### config.mk
export PLATFORM = sky130hd
export DESIGN_NAME = alu_pipe_ody_1201462
export DESIGN_NICKNAME = d
export VERILOG_FILES = /design/src/rtl/alu_pipe_ody_1201462.sv
export SDC_FILE = /design/constraint.sdc
export NUM_CORES = 1
export LEC_CHECK = 0
export BUFFER_PORTS_ARGS = -buffer_cell sky130_fd_sc_hd__buf_2
export CORE_ASPECT_RATIO = 0.75
export CORE_MARGIN = 2
export CORE_UTILIZATION = 30
export CTS_CLUSTER_DIAMETER = 100
export DETAILED_ROUTE_END_ITERATION = 10
export GPL_TIMING_DRIVEN = 0
export HOLD_SLACK_MARGIN = 0.03
export SLEW_MARGIN = 5
export SYNTH_ARGS = -nofsm -noshare
export SYNTH_HDL_FRONTEND = slang
export SYNTH_SLANG_ARGS = --single-unit
### constraint.sdc
create_clock -name clk -period 2.4 [get_ports clk]
set_input_delay 0.12 -clock clk [delete_from_list [all_inputs] [get_ports clk]]
set_output_delay 0.12 -clock clk [all_outputs]
set_load 0.05 [all_outputs]
### src/rtl/alu_pipe_ody_1201462.sv
// Two-stage pipelined signed ALU with valid/ready handshakes,
// accumulator operand mode, status flags and a result counter.
module alu_pipe_ody_1201462 #(
  parameter int W  = 4,
  parameter int CW = 8
) (
  input  logic          clk,
  input  logic          rst,
  input  logic          in_valid,
  output logic          in_ready,
  input  logic [W-1:0]  x,
  input  logic [W-1:0]  y,
  input  logic [2:0]    s,
  input  logic          acc_sel,
  input  logic          acc_wr,
  output logic          out_valid,
  input  logic          out_ready,
  output logic [W+1:0]  o,
  output logic          zero,
  output logic          neg,
  output logic [CW-1:0] res_cnt
);

  localparam int RW = W + 2;

  typedef struct packed {
    logic [W-1:0] x;
    logic [W-1:0] y;
    logic [2:0]   s;
    logic         acc_sel;
    logic         acc_wr;
  } s1_t;

  s1_t          s1_q;
  logic         s1_v;
  logic [W-1:0] acc;
  logic         s1_ld;
  logic         s2_ld;

  assign s2_ld    = s1_v & (~out_valid | out_ready);
  assign in_ready = ~rst & (~s1_v | s2_ld);
  assign s1_ld    = in_valid & in_ready;

  logic [W-1:0]         xo;
  logic [W-1:0]         bw;
  logic signed [RW-1:0] xs;
  logic signed [RW-1:0] ys;
  logic signed [RW-1:0] sum;
  logic signed [RW-1:0] xh;
  logic signed [RW-1:0] yh;
  logic signed [RW-1:0] r;

  // acc replaces X only at S2 load, so chained beats see the prior write
  assign xo  = s1_q.acc_sel ? acc : s1_q.x;
  assign xs  = {{2{xo[W-1]}}, xo};
  assign ys  = {{2{s1_q.y[W-1]}}, s1_q.y};
  assign sum = xs + ys;
  assign xh  = xs >>> 1;
  assign yh  = ys >>> 1;

  always_comb begin
    bw = '0;
    r  = '0;
    unique case (s1_q.s)
      3'b000: r = sum >>> 1;
      3'b001: r = sum <<< 1;
      3'b010: r = xh + ys;
      3'b011: r = xs - yh;
      3'b100: bw = ~(xo & s1_q.y);
      3'b101: bw = ~xo;
      3'b110: bw = ~(xo | s1_q.y);
      3'b111: bw = xo ^ s1_q.y;
      default: r = '0;
    endcase
    if (s1_q.s[2])
      r = {{2{bw[W-1]}}, bw};
  end

  always_ff @(posedge clk) begin
    if (rst) begin
      s1_q      <= '0;
      s1_v      <= 1'b0;
      acc       <= '0;
      out_valid <= 1'b0;
      o         <= '0;
      zero      <= 1'b0;
      neg       <= 1'b0;
      res_cnt   <= '0;
    end else begin
      if (s1_ld)
        s1_q <= '{x: x, y: y, s: s,
                  acc_sel: acc_sel,
                  acc_wr: acc_wr};
      if (s1_ld)
        s1_v <= 1'b1;
      else if (s2_ld)
        s1_v <= 1'b0;
      if (s2_ld) begin
        o         <= r;
        zero      <= (r == '0);
        neg       <= r[RW-1];
        out_valid <= 1'b1;
        if (s1_q.acc_wr)
          acc <= r[W-1:0];
      end else if (out_ready) begin
        out_valid <= 1'b0;
      end
      if (out_valid & out_ready)
        res_cnt <= res_cnt + 1'b1;
    end
  end

endmodule

# After elaboration in Yosys (flattened, before gate mapping)

Cells that the tools add are included.

$add $sub $neg: 4
Equal/unequal tests: 7
Multiplexer cells: 8
Bitwise logic cells: 15
Reduce and logical (&&, ||, !) cells: 5

Operator list:

| kind                  | number |
|---|---|
| $pmux W6 S4           | 1 |
| $pmux W4 S4           | 1 |
| $eq A3 B3 Y1 const B  | 4 |
| $not A4 Y4            | 3 |
| $add A8 B1 Y8 const B | 1 |
| $eq A3 B2 Y1 const B  | 2 |
| $logic_not A6 Y1      | 1 |
| $mux W6               | 1 |
| $add A3 B4 Y5         | 1 |
| $add A4 B4 Y5         | 1 |
| $sub A4 B3 Y5         | 1 |
| $and A1 B1 Y1         | 4 |
| $and A4 B4 Y4         | 1 |
| $mux W1               | 4 |
| $mux W4               | 1 |
| $or A4 B4 Y4          | 1 |
| $reduce_bool A2 Y1    | 2 |
| $xor A4 B4 Y4         | 1 |
| $eq A3 B1 Y1 const B  | 1 |
| $logic_not A3 Y1      | 1 |
| $not A1 Y1            | 3 |
| $or A1 B1 Y1          | 2 |
| $reduce_and A2 Y1     | 1 |

Flip-flop bits (word level): 35
Output and inout port bits: 18
Logic and storage cells: 51

# Depth between registers and ports, before layout

Gate-level depths: netlist of run 1.

Word-level depth: 7
Depth in mapped cells: 11
Depth with buffers taken out: 10

# Least setup slack after synthesis of run 1

OpenSTA, ideal clock, no wires.

Path type: flip-flop to flip-flop
From: reg s1_q[1] (netlist name)
To: reg zero
Library setup time: 0.116 ns
Arrival: 2.300 ns
Data required time: 2.284 ns
Setup slack: -0.016 ns
Stages on the path, launching flop included: 10
Buffers on the path: 1
Path through: dfxtp_1 -> buf_6 -> mux2_4 -> ha_1 -> fa_1 -> a2111oi_0 -> o32ai_1 -> nor3_1 -> a2111oi_2 -> a31o_1

Word-level cells in the longest chain between the ends: 6
Elaborated cells between the ends (all ways): 14
Those cells by class: add/sub (3); mux (4); bitwise (6); reduce/logical (1)

Ends and longest elaborated chain:

| what                                                  | RTL line | source |
|---|---|---|
| from (decl)                                           | 34       | `s1_t s1_q;` |
| from (signal assigned)                                | 91       | `s1_q <= '{x: x, y: y, s: s,` |
| $mux W4 *                                             | 54       | `assign xo = s1_q.acc_sel ? acc : s1_q.x;` |
| branches (longest 3 deep; another with $sub A4 B3 Y5) | -        |  |
| $mux W6 *                                             | 75       | `if (s1_q.s[2])` |
| $logic_not A6 Y1 *                                    | 100      | `zero <= (r == '0);` |
| to (signal assigned)                                  | 100      |  |
| to (decl)                                             | 19       | `output logic zero,` |

Mark *: on every way between the ends.
A chain may end at the register's enable or synchronous reset.

# Worst setup path in the final report of run 1

Same ends and word-level chain as after synthesis.

==> results of run 1 <==
==> cells by family (layout without fill, tap and decap cells) <==
logic type	Yosys count	in the layout	share of synthesized area, %
AO/OA/AOI/OAI	56	56	18.7
buffers and inverters	30	88	6.88
adder cells (fa/ha/maj)	19	19	12.3
flip-flops	34	34	32.2
AND/OR/NAND/NOR	98	98	21.8
multiplexers	6	6	3.50
XOR/XNOR	11	11	4.56
==> worst reg2reg max path, cell delays in order (launching register included) <==
cell and delay [ps]:
sky130_fd_sc_hd__dfxtp_2 320, sky130_fd_sc_hd__buf_6 120, sky130_fd_sc_hd__mux2_4 340, sky130_fd_sc_hd__ha_4 170, sky130_fd_sc_hd__fa_2 420, sky130_fd_sc_hd__xnor2_2 170
sky130_fd_sc_hd__nor3_1 70, sky130_fd_sc_hd__o32ai_1 260, sky130_fd_sc_hd__o311a_1 230, sky130_fd_sc_hd__and4b_1 210, sky130_fd_sc_hd__a31o_1 140
==> power by group through the flow <==
stage / sequential [mW] / combinational [mW] / clock [mW]
finish: 0.619 / 0.505 / 0.530
CTS: 0.618 / 0.451 / 0.543
global placement: 0.628 / 0.379 / 0
detailed placement: 0.629 / 0.381 / 0
global route: 0.623 / 0.546 / 0.572
floorplan: 0.660 / 0.253 / 0
==> registers in the layout, indices dropped and copies added, names as in the netlist <==
signal / flops
s1_q: 13
res_cnt: 8
o: 6
acc: 4
out_valid: 1
s1_v: 1
zero: 1
==> stage by stage <==
step / instance area, µm² / utilization, % / hold WS (ps)
final: 2850 / 42.0 / 30.9
after floorplan: 2120 / - / 219
after CTS: 2750 / 40.4 / 31.0
after global routing: 2850 / 42.0 / 56.4
after global placement: 2390 / 35.2 / 308
after detailed placement: 2390 / 35.2 / 311
==> layout make-up <==
type	count	area [µm²]
multi-input cells	190	1490
inverters	16	60.1
flip-flops and latches	34	682
clock inverters	3	40.0
repair buffers	50	319
well taps	84	105
clock buffers	5	68.8
fillers	672	3950
plain buffers	14	85.1
==> layer usage <==
layer / up-vias / global-route usage (%) / wire length, µm
met2: 52 / 19.8 / 2190
li1: 1001 / - / -
met3: 9 / 3.21 / 246
met4: 0 / 5.34 / 100
met5: - / 0 / 0
met1: 906 / 22.3 / 3030
==> final timing paths <==
check,from,endpoint,cells past startpoint
min,y[3],s1_q[8],3
max,s1_q[1],zero,10
max reg2reg,s1_q[1],zero,10
min reg2reg,o[5],o[5],2
==> synth_stat cells (all sizes together), types with 6 or more instances <==
master	count
a211oi	8
a21oi	14
buf	7
clkbuf	7
dfxtp	34
ha	16
inv	16
nand2	38
nand3	7
nand3b	6
nor2	24
nor2b	7
o21ai	7
o31ai	7
xnor2	7
==> repair_timing <==
action | in CTS | in global routing
pin swaps | 10 | 14
hold buffers | 9 | 0
endpoints found under the setup margin | 11 | 11
cloned | 0 | 0
setup buffers | 7 | 2
gates resized for setup | 23 | 17
hold endpoints to repair | 9 | 0
==> summary by stage, run 1 <==
Outcome
The run finished, with violations left. The final reports fail on setup timing.

Yosys
Yosys printed 0 warnings. The async set-reset flop share out of synthesis is 0%. Summing every instance area after synthesis gives approximately 2100 µm². The number of different library cells used by synthesis comes to between 40 and 50. Synthesis handed over a netlist of between 200 and 300 instances.

Yosys attributes the largest share of cell area to sky130_fd_sc_hd__dfxtp_1 (32%), sky130_fd_sc_hd__ha_1 (9.5%), sky130_fd_sc_hd__nand2_1 (6.8%). The part of the Yosys area used for sequential elements is between 30% and 40%. The total of flip-flops plus latches after synthesis is 34. The top flip-flop cell by instance count after synthesis is sky130_fd_sc_hd__dfxtp_1. The average footprint of a synthesized cell is 8.31 µm². The net count after synthesis is 290. Summed over all instances, the cell type with the most area after synthesis is sky130_fd_sc_hd__dfxtp_1. The number of flops mapped to enable cells by yosys is 0. The share of Yosys cell area claimed by the top area cell type is 32.2%.

Global routing
The number of antenna violations at the first check in global routing is 0. After global routing the overflow that remains totals 0. The first-pass GRT wire length is between 8 and 9 mm. The pin count of the biggest net entering global routing is 12.

Across every metal layer, demand over resource in global routing totals between 10% and 20%. The via count of the first global-routing pass came to around 1800.

Setup path
Walking the worst path, the cells encountered are buf_6 > mux2_4 > ha_4 > fa_2 > xnor2_2 > nor3_1 > o32ai_1 > o311a_1 > and4b_1 > a31o_1. The peak per-stage delay on the critical path is 420 ps. The register-to-register setup slack is -80 ps. STA puts the critical path data arrival time at around 2700 ps.

The worst setup path is launched from a flip-flop. The worst setup path is captured at a flip-flop. Of all nets on the critical path, the largest fanout is 4. The required time reported for the critical path endpoint is 2640 ps. The number of buffers and inverters on the critical path is 1. The worst setup path category is reg2reg.

The category of cells accounting for the largest share of critical-path delay is compound AO/OA/AOI/OAI gates. The slowest stage of the critical path is the sky130_fd_sc_hd__fa_2 cell.

Pwr
The combinational share of power is around 31%. Per report_power, the clock group accounts for between 30 and 40% of the total. Dividing total power by cell area gives a power density of slightly below 600 nW/µm².

Of the total power, registers draw 37.4%. The total leakage power is between 1 and 1.5 nW. The power dissipated by switching net loads is 0.537 mW. The total power consumption of the routed design is approximately 1.7 mW. The switching part of the total is 32.5%. The maximum VDD drop is around 0.00023 V. The internal power is 1.12 mW.

Floorplan
The effective utilization at floorplan is between 30% and 40%. The floorplan has 26 rows. The standard cell core area is slightly below 7000 µm². The total die area is 7730 µm². The overall die height is ~77 µm.

The overall die width is roughly 100 µm. The number of top-level pins is 35.

STA
Counting I/O delays and the setup requirement, the final critical path takes 2480 ps. The accumulated negative setup slack is -163 ps. For this run, the top clock speed supported by timing is about 400 MHz.

Dividing the final minimum period by the clock period gives 104%. Setup repair after global routing could not meet its margin everywhere. In this run the tightest slew margin relative to its limit is between 60% and 70%. The setup slack of the critical path after layout is -84.8 ps.

The slew of the pin with the lowest slew margin is between 500 and 600 ps. The hold violation total from the final report is 0. The clock arrives with 10.8 ps of skew. The max-slew violation count is 0. Setup violations remaining at the end of the flow were counted as 5.

CTS
The clock net sink count is 34. The clock transition at the register clock pins on the worst setup and hold paths after CTS is roughly 80 ps. The CTS tree is done. The H-tree was split into 2 levels. The number of buffers added by the clock tree synthesis step is 5. The clock reaches the later pin of the worst-skew pair after around 290 ps. The tree is rooted in a sky130_fd_sc_hd__clkbuf_8. The maximum count of clock buffers along a single path is 2.

Routing
In the final routed layout, each cell accounts on average for 14.1 µm. The via count normalized by instance count is between 4 and 5. The detail route stage leaves a number of antenna-violating nets equal to 0. The via count is 1968.

The detailed router's first-iteration violation count is 66. The detailed-route DRC error count is 0. The total iterations of the first detailed-routing run is 4. The final layout contains routed wiring with a total length of ~5.6 mm.

Place
The count of buffers inserted at the top-level ports is 33. Once placement completed, the tool counted placed cells totaling around 370. The congestion estimate from routability-driven global placement came to roughly 0.86. The setup slack at placement is -350 ps. The post-DP HPWL is 3.97 mm.

Min path
The class of the tightest hold or removal check is in2reg.

Layout
The library cells used most frequently in the layout, excluding fill and tap cells, are sky130_fd_sc_hd__nand2_1 (38), sky130_fd_sc_hd__buf_2 (35), sky130_fd_sc_hd__dfxtp_1 (33), sky130_fd_sc_hd__nor2_1 (22), sky130_fd_sc_hd__a21oi_1 (13). The post-layout net count is 347. The library cell used most frequently in the layout, excluding fill and tap cells, is sky130_fd_sc_hd__nand2_1.

After the flow finishes, the layout carries non-filler instances totaling between 300 and 400. The fraction of final layout cells sized beyond drive strength 1 is around 30%. The number of inserted diodes is 0. The area added between synthesis and finish is 35.2%.

Run
Across the run, the number of max-cap violations was 0.
No activity file was read; power rests on OpenSTA's default activity.
==> run 2: changes to the inputs <==
Settings changed: ABC_AREA from default to 1, SLEW_MARGIN 5 to 20.
==> run 2 against run 1 <==
Largest cell class unchanged. Clock power decreased by 17%. Sequential share of layout area grew 2.5 points. Critical endpoint unchanged. Worst hold slack improved by 4.3 ps. Via count rose by 9.7%. Critical path type unchanged. Synthesized cell count rose by 28%. Cell count is 18% higher. Non-clock buffer count is 16 lower. Total power down 8.6%. Core utilization fell by 4.1 points. The run now ends clean.
==> summary by stage, run 2 <==
Layout
The area added between synthesis and finish is 21.3% (was 35.2%). The most common cell after layout, fill and taps aside was sky130_fd_sc_hd__nand2_1 (unchanged). The post-layout net count was 406 (was 347).

Commonest cells after routing, fill and taps aside: sky130_fd_sc_hd__nand2_1 (85), sky130_fd_sc_hd__inv_1 (42), sky130_fd_sc_hd__buf_2 (36), sky130_fd_sc_hd__nor2_1 (34), sky130_fd_sc_hd__dfxtp_1 (33) (was sky130_fd_sc_hd__nand2_1 (38), sky130_fd_sc_hd__buf_2 (35), sky130_fd_sc_hd__dfxtp_1 (33), sky130_fd_sc_hd__nor2_1 (22), sky130_fd_sc_hd__a21oi_1 (13)). The number of inserted diodes is 0 (unchanged). The fill cell instance count of the final layout came to 763 (was 672). The number of flip-flops in the largest register is 13 (unchanged). The area of the multi-input gates is 1250 µm² (was 1490 µm²). Top Registers: s1_q (13), res_cnt (8), o (6) (unchanged). The register bank with the most flops is s1_q (unchanged). The area taken by flip-flops and latches is 684 µm² (was 682 µm²).

The fraction of final layout cells sized beyond drive strength 1 was 18.1% (was 29.8%).

CTS
The clock transition at the register clock pins on the worst setup and hold paths after CTS came to 70 ps (was 80 ps). The CTS tree is done (unchanged). The clock latency at the later pin of the worst-skew pair is 280 ps (was 290 ps). The maximum count of clock buffers along a single path came to 2 (unchanged). The CTS H-tree depth was 2 (unchanged). The number of buffers added by the clock tree synthesis step is 5 (unchanged). The clock net sink count was 34 (unchanged). The master cell of the clock root buffer is sky130_fd_sc_hd__clkbuf_8 (unchanged).

Pwr
The power dissipated by switching net loads is 0.536 mW (was 0.537 mW). The switching part of the total is 35.4% (was 32.5%). The total leakage power came to 1.28 nW (was 1.18 nW). The maximum VDD drop was 0.000279 V (was 0.000235 V). The fraction of power consumed by the clock network was 29.2% (was 32.1%).

The combinational share of power is 29.8% (was 30.5%). The total power consumption of the routed design is 1.51 mW (was 1.65 mW). The internal power is 0.976 mW (was 1.12 mW). The power density over the cells is 582 nW/µm² (was 579 nW/µm²).

The share of power burned in registers is 41.1% (was 37.4%).

STA
The max-slew violation count was 0 (unchanged). The number of failing setup endpoints in the final timing report is 0 (was 5). The hold violation total from the final report is 0 (unchanged). The worst relative slew slack is 64.3% (was 65.8%). The clock period minus final worst setup slack was 2240 ps (was 2480 ps). The worst setup skew after layout came to 6.72 ps (was 10.8 ps).

The slew of the pin with the lowest slew margin came to 536 ps (was 513 ps). RSZ-0062 raised after global routing: false (was true). The top achievable clock speed was 447 MHz (was 402 MHz). The share of the cycle needed by the critical path after routing is 93.2% (was 104%). The setup slack of the critical path after layout was 163 ps (was -84.8 ps).

Routing
The total iterations of the first detailed-routing run was 4 (unchanged). The via count was 2159 (was 1968). The via count normalized by instance count is 4.60 (was 4.97). The wire length per cell after detailed routing was 12.0 µm (was 14.1 µm). The detailed-route DRC error count is 0 (unchanged). The count of nets left with antenna violations after detail routing is 0 (unchanged). The sum of routed wire length over all layers is 5.65 mm (was 5.57 mm). The detailed router's first-iteration violation count is 120 (was 66).

Yosys
The synthesized instance count is 324 (was 254). The mapped cell area was 2140 µm² (was 2110 µm²). The share of Yosys cell area claimed by the top area cell type is 31.8% (was 32.2%). Commonest cells in the synthesized netlist: sky130_fd_sc_hd__nand2_1 (87), sky130_fd_sc_hd__inv_1 (45), sky130_fd_sc_hd__dfxtp_1 (34), sky130_fd_sc_hd__nor2_1 (34), sky130_fd_sc_hd__nand3_1 (24) (was sky130_fd_sc_hd__nand2_1 (38), sky130_fd_sc_hd__dfxtp_1 (34), sky130_fd_sc_hd__nor2_1 (24)). The number of flops mapped to enable cells by yosys was 0 (unchanged). Top cells by area, synth: sky130_fd_sc_hd__dfxtp_1 (32%), sky130_fd_sc_hd__nand2_1 (15%), sky130_fd_sc_hd__ha_1 (9.4%) (was sky130_fd_sc_hd__dfxtp_1 (32%), sky130_fd_sc_hd__ha_1 (9.5%), sky130_fd_sc_hd__nand2_1 (6.8%)). The synthesis warning total came to 0 (unchanged). The async set-reset flop share out of synthesis is 0% (unchanged). The number of different library cells in the post-synthesis netlist is 25 (was 46). The most area-hungry cell type in the Yosys netlist is sky130_fd_sc_hd__dfxtp_1 (unchanged).

The average footprint of a synthesized cell is 6.61 µm² (was 8.31 µm²). The total of flip-flops plus latches after synthesis is 34 (unchanged). The part of the Yosys area used for sequential elements is 31.8% (was 32.2%).

The library cell with the highest instance count after synthesis is sky130_fd_sc_hd__nand2_1 (unchanged). The top flip-flop cell by instance count after synthesis is sky130_fd_sc_hd__dfxtp_1 (unchanged). The net count after synthesis was 360 (was 290).

Setup path
The sort of element at the start of the critical path was a flip-flop (unchanged). The origin of the critical flop-to-flop path is s1_q[1] (unchanged). The register-to-register setup slack came to 160 ps (was -80 ps). The peak per-stage delay on the critical path is 380 ps (was 420 ps). The most frequent cell on the critical path is sky130_fd_sc_hd__nand3_1.

The start point of the critical path is s1_q[1] (unchanged). The endpoint class of the critical path is a flip-flop (unchanged). The cell at the slowest stage of the critical path was sky130_fd_sc_hd__fa_1 (was sky130_fd_sc_hd__fa_2). The required time reported for the critical path endpoint is 2610 ps (was 2640 ps). The worst setup path category is reg2reg (unchanged). The arrival time of data at the critical path endpoint was 2450 ps (was 2730 ps). The maximum fanout encountered on the critical timing path was 6 (was 4). Crit-path cells: o21ai_2 > inv_2 > ha_1 > fa_1 > or2_2 > nand3_1 > nand3_1 > nand2_1 > nand2_2 > nor2_1 > nand3_1 > a21oi_1 (was buf_6 > mux2_4 > ha_4 > fa_2 > xnor2_2 > nor3_1 > o32ai_1 > o311a_1 > and4b_1 > a31o_1).

Global routing
The first-pass GRT wire length came to 9.85 mm (was 8.91 mm). The number of antenna violations at the first check in global routing is 0 (unchanged). The total routing usage reported by global routing is 15.5% (was 14.6%). The total congestion overflow came to 0 (unchanged).

The pin count of the biggest net entering global routing is 12 (unchanged). The via count of the first global-routing pass was 2097 (was 1781).

Floorplan
The overall die height is 77.2 µm (was 76.6 µm). The number of top-level pins came to 35 (unchanged). The overall die width was 102 µm (was 101 µm). The total die area came to 7830 µm² (was 7730 µm²).

The number of core rows is 26 (unchanged). The standard cell core area is 6860 µm² (was 6800 µm²). The effective utilization at floorplan is 31.2% (was 31.0%).

Place
The post-DP HPWL was 4.50 mm (was 3.97 mm). The count of buffers inserted at the top-level ports is 33 (unchanged). The setup slack at placement is -166 ps (was -350 ps). The routability congestion estimate is 0.931 (was 0.860).

Run
The count of max-cap constraint violations is 0 (unchanged).

Min path
The startpoint of the tightest hold check path is x[3] (was y[3]). The class of the tightest hold or removal check is in2reg (unchanged).

Outcome
Outcome: finished, final reports clean (was finished, violations left).
run 2: cell types whose count changed in the layout (fill, tap and decap cells not counted), sizes merged, moves of 7 or more:
| cell | delta |
|---|---|
| a211oi | -8 |
| nor2 | +11 |
| inv | +31 |
| nand2 | +50 |
| o21ai | +16 |
| buf | -7 |
| nor2b | -7 |
| xnor2 | -7 |
| nand3 | +17 |
run 2: power by group through the flow:
stage               combinational, mW  sequential (mW)  clock, mW
CTS                             0.436            0.620      0.458
detailed placement              0.429            0.633          0
global route                    0.508            0.626      0.486
floorplan                       0.278            0.667          0
finish                          0.450            0.621      0.441
global placement                0.423            0.633          0
run 2: final timing paths:
| check | endpoint | cells past startpoint |
|---|---|---|
| max | zero | 12 |
| min | s1_q[12] | 3 |
| max reg2reg | zero | 12 |
| min reg2reg | res_cnt[7] | 2 |
run 2: timing repair:
item                                    4_1_cts  5_1_grt
cloned                                        0        0
buffers inserted                              0        2
pin swaps                                     0        2
hold endpoints to repair                      4        0
hold buffers                                  4        0
endpoints found under the setup margin        3        5
gates resized for setup                       3        9
run 2: metrics by stage:
stage                     instance area, µm²  util [%]  TNS [ps]  instances  hold WS (ps)
after floorplan                         2140         -         0        324           233
after global placement                  2430      35.4      -352        455           318
after detailed placement                2430      35.4      -348        455           322
after CTS                               2560      37.4         0        467          30.0
after global routing                    2600      37.8         0        469          41.4
final                                   2600      37.8         0        469          35.2
run 2: layer usage:
| layer | wire [µm] | GRT usage (%) | vias to the layer above |
|---|---|---|---|
| met5 | 0 | 0 | - |
| met4 | 40 | 2.84 | 0 |
| met3 | 313 | 3.10 | 4 |
| met2 | 2130 | 21.6 | 65 |
| met1 | 3170 | 24.4 | 958 |
| li1 | - | - | 1132 |
run 2: cell families after synthesis:
logic type / synth area share (%)
simple gates: 30.9
fa+ha+maj: 12.2
flops: 31.8
buf+inv: 10.7
compound gates: 14.4
run 2: area by class of cell:
class                           count  area share [%]
Timing Repair Buffer               39            8.48
Sequential cell                    34            26.3
Tap cell                           98            4.72
Inverter                           48            6.94
Multi-Input combinational cell    233            48.0
Buffer                              9            1.88
Clock buffer                        6            3.18
Clock inverter                      2           0.482
run 2: critical path, delay by kind of cell, from the launching register on:
family | cells | cell delay, ps
DFF | 1 | 370
adders and majority gates | 2 | 590
AOI/OAI and AO/OA | 2 | 330
buffers and inverters | 1 | 80
and+or+nand+nor | 7 | 800
==> run 3: changes to the inputs <==
--- a/config.mk
+++ b/config.mk
@@ -15,4 +15,5 @@
 export GPL_TIMING_DRIVEN = 0
 export HOLD_SLACK_MARGIN = 0.03
+export PLACE_DENSITY = 0.52
 export SLEW_MARGIN = 20
 export SYNTH_ARGS = -nofsm -noshare
==> constraint.sdc (replaced) <==
create_clock -name clk -period 2.4 [get_ports clk]
set_input_delay 0.24 -clock clk [delete_from_list [all_inputs] [get_ports clk]]
set_output_delay 0.24 -clock clk [all_outputs]
set_load 0.05 [all_outputs]
==> run 3 against run 2 <==
Critical path type unchanged. Clock skew rose by 4.4 ps. Die area did not move. Sequential share of layout area grew 0.17 points. Cell count shrank 1.1%. Core utilization down 0.24 points. Sequential cell count stayed put. Largest cell class unchanged. Combinational power hardly changed.
==> summary by stage, run 3 (synthesis results as in run 2) <==
Outcome
Outcome: finished, final reports clean (unchanged).

Place
The routability congestion estimate is 0.896 (was 0.931). The count of buffers inserted at the top-level ports is 33 (unchanged). The total cell area at the placement stage is 2430 µm² (unchanged). The setup slack at placement came to -215 ps (was -166 ps). The post-DP HPWL came to 4.60 mm (was 4.50 mm).

Min path
The class of the tightest hold or removal check is in2reg (unchanged).

Floorplan
The overall die height is 77.2 µm (unchanged). The overall die width is 102 µm (unchanged). The number of top-level pins was 35 (unchanged).

The effective utilization at floorplan is 31.2% (unchanged). The total die area is 7830 µm² (unchanged). The number of core rows came to 26 (unchanged). The standard cell core area was 6860 µm² (unchanged).

Run
The count of max-cap constraint violations is 0 (unchanged).

Setup path
The register-to-register setup slack is 140 ps (was 160 ps). The required time reported for the critical path endpoint is 2610 ps (about the same). The origin of the critical flop-to-flop path is s1_q[1] (unchanged). The maximum fanout encountered on the critical timing path was 6 (unchanged). The endpoint of the most critical setup path was zero (unchanged). The cell at the slowest stage of the critical path is sky130_fd_sc_hd__dfxtp_4 (was sky130_fd_sc_hd__fa_1). The peak per-stage delay on the critical path is 400 ps (was 380 ps).

The capturing point of the worst reg2reg path was zero (unchanged). The arrival time of data at the critical path endpoint came to 2470 ps (was 2450 ps). The start point of the critical path is s1_q[1] (unchanged). The most frequent cell on the critical path is sky130_fd_sc_hd__nand3_1 (unchanged).

The cell count of the worst reg-to-reg path is 13 (was 12). The endpoint class of the critical path is a flip-flop (unchanged). The sort of element at the start of the critical path was a flip-flop (unchanged). Crit-path cells: nand2_2 > o21ai_4 > inv_4 > ha_1 > fa_2 > or2_2 > nand3_1 > nand3_1 > nand2_1 > nand2_2 > nor2_1 > nand3_1 > a21oi_1 (was o21ai_2 > inv_2 > ha_1 > fa_1 > or2_2 > nand3_1 > nand3_1 > nand2_1 > nand2_2 > nor2_1 > nand3_1 > a21oi_1). The worst setup path category is reg2reg (unchanged).

CTS
The CTS tree is done (unchanged). The cts-stage hold buffer count is 0 (was 4). The clock net sink count came to 34 (unchanged).

The maximum count of clock buffers along a single path is 2 (unchanged). The master cell of the clock root buffer is sky130_fd_sc_hd__clkbuf_8 (unchanged). The CTS H-tree depth came to 2 (unchanged).

The clock latency at the later pin of the worst-skew pair is 290 ps (was 280 ps). The clock transition at the register clock pins on the worst setup and hold paths after CTS is 70 ps (about the same). The number of buffers added by the clock tree synthesis step came to 5 (unchanged).

Pwr
The switching part of the total is 35.9% (was 35.4%). The combinational share of power is 29.5% (was 29.8%). The internal power came to 0.975 mW (was 0.976 mW). The total leakage power is 1.25 nW (was 1.28 nW).

The share of power burned in registers came to 40.9% (was 41.1%). The power dissipated by switching net loads is 0.545 mW (was 0.536 mW). The power density over the cells is 589 nW/µm² (was 582 nW/µm²). The maximum VDD drop came to 0.000218 V (was 0.000279 V).

The fraction of power consumed by the clock network was 29.5% (was 29.2%).

Global routing
The via count of the first global-routing pass was 1951 (was 2097). The number of antenna violations at the first check in global routing is 0 (unchanged). The pin count of the biggest net entering global routing came to 12 (unchanged). The first-pass GRT wire length is 9.78 mm (was 9.85 mm). The total congestion overflow came to 0 (unchanged). The total routing usage reported by global routing was 16.1% (was 15.5%).

Layout
The most common cell after layout, fill and taps aside is sky130_fd_sc_hd__nand2_1 (unchanged). Commonest cells after routing, fill and taps aside: sky130_fd_sc_hd__nand2_1 (83), sky130_fd_sc_hd__inv_1 (40), sky130_fd_sc_hd__buf_2 (36), sky130_fd_sc_hd__nor2_1 (34), sky130_fd_sc_hd__dfxtp_1 (33) (was sky130_fd_sc_hd__nand2_1 (85), sky130_fd_sc_hd__inv_1 (42), sky130_fd_sc_hd__buf_2 (36), sky130_fd_sc_hd__nor2_1 (34), sky130_fd_sc_hd__dfxtp_1 (33)). The area added between synthesis and finish was 20.6% (was 21.3%). The number of inserted diodes is 0 (unchanged). The post-layout net count came to 401 (was 406). The fraction of final layout cells sized beyond drive strength 1 came to 19.9% (was 18.1%). The number of flip-flops in the largest register is 13 (unchanged). The final standard cell area without fillers is 2580 µm² (was 2600 µm²).

The register bank with the most flops is s1_q (unchanged). Top Registers: s1_q (13), res_cnt (8), o (6) (unchanged).

STA
The worst relative slew slack is 62.0% (was 64.3%). The number of failing setup endpoints in the final timing report is 0 (unchanged). The slew of the pin with the lowest slew margin is 570 ps (was 536 ps).

The max-slew violation count is 0 (unchanged). The share of the cycle needed by the critical path after routing was 94.1% (was 93.2%). The worst hold slack across all endpoints is 140 ps (was 35.2 ps). The worst setup skew after layout is 11.1 ps (was 6.72 ps). The top achievable clock speed was 443 MHz (was 447 MHz). The clock period minus final worst setup slack came to 2260 ps (was 2240 ps). The hold violation total from the final report is 0 (unchanged). The setup slack of the critical path after layout is 140 ps (was 163 ps).

Routing
The wire length per cell after detailed routing is 12.4 µm (was 12.0 µm). The sum of routed wire length over all layers is 5.73 mm (was 5.65 mm). The via count normalized by instance count was 4.47 (was 4.60). The via count is 2075 (was 2159). The count of nets left with antenna violations after detail routing is 0 (unchanged). The total iterations of the first detailed-routing run is 4 (unchanged). The detailed-route DRC error count is 0 (unchanged). The detailed router's first-iteration violation count was 124 (was 120).
[run 3: cell types whose count changed in the layout (fill, tap and decap cells not counted), sizes merged]
cell         delta
buf             -1
dlygate4sd3     -4
[run 3: layout make-up]
| type | count | area [µm²] |
|---|---|---|
| buffer | 9 | 48.8 |
| clock buffer | 6 | 82.6 |
| clock inverter | 2 | 12.5 |
| fill | 754 | 4280 |
| inverter | 48 | 185 |
| multi-input combinational | 233 | 1270 |
| sequential | 34 | 684 |
| tap | 98 | 123 |
| timing repair buffer | 34 | 173 |
[run 3: per-stage QoR]
stage,power (mW),TNS [ps],util (%),cells
final,1.52,0,37.6,464
after global routing,1.63,-3.16,37.6,464
after CTS,1.52,0,36.9,463
after detailed placement,1.06,-458,35.4,455
after global placement,1.06,-462,35.4,455
after floorplan,0.945,0,-,324
[run 3: worst max-delay path, delay by kind of cell, from the launching register on]
family	cells	cell delay, ps
buf+inv	1	80
flops	1	400
simple gates	8	910
fa+ha+maj	2	560
compound gates	2	230
[run 3: per-layer routing]
metal  vias up  track usage, %  wire, µm  share of wire [%]
li1       1124               -         -                  -
met1       902            26.9      3340                 58
met2        42            20.1      2080                 36
met3         7            3.01       250                4.4
met4         0            4.05        68                1.2
met5         -               0         0                  0
[run 3: power groups by stage]
stage          registers, mW  clock network, mW  logic [mW]
2_1_floorplan          0.667                  0       0.278
6_report               0.622              0.449       0.448
3_3_place_gp           0.633                  0       0.427
4_1_cts                0.620              0.465       0.431
3_5_place_dp           0.633                  0       0.428
5_1_grt                0.627              0.493       0.511
[run 3: worst min-delay path by stage]
stage                start       to  slack [ps]  depth (start not counted)
floorplan           acc_wr  s1_q[0]         350                          2
global placement      y[0]  s1_q[5]         440                          3
detailed placement    y[0]  s1_q[5]         440                          3
CTS                   y[0]  s1_q[5]         130                          3
global route          x[0]  s1_q[9]         140                          3
finish                y[0]  s1_q[5]         140                          3
[run 3: timing repair]
item	CTS	global route
endpoints found under the hold margin	0	0
pin swaps	0	6
setup endpoints to repair	3	5
buffers inserted	0	1
gates resized for setup	6	17
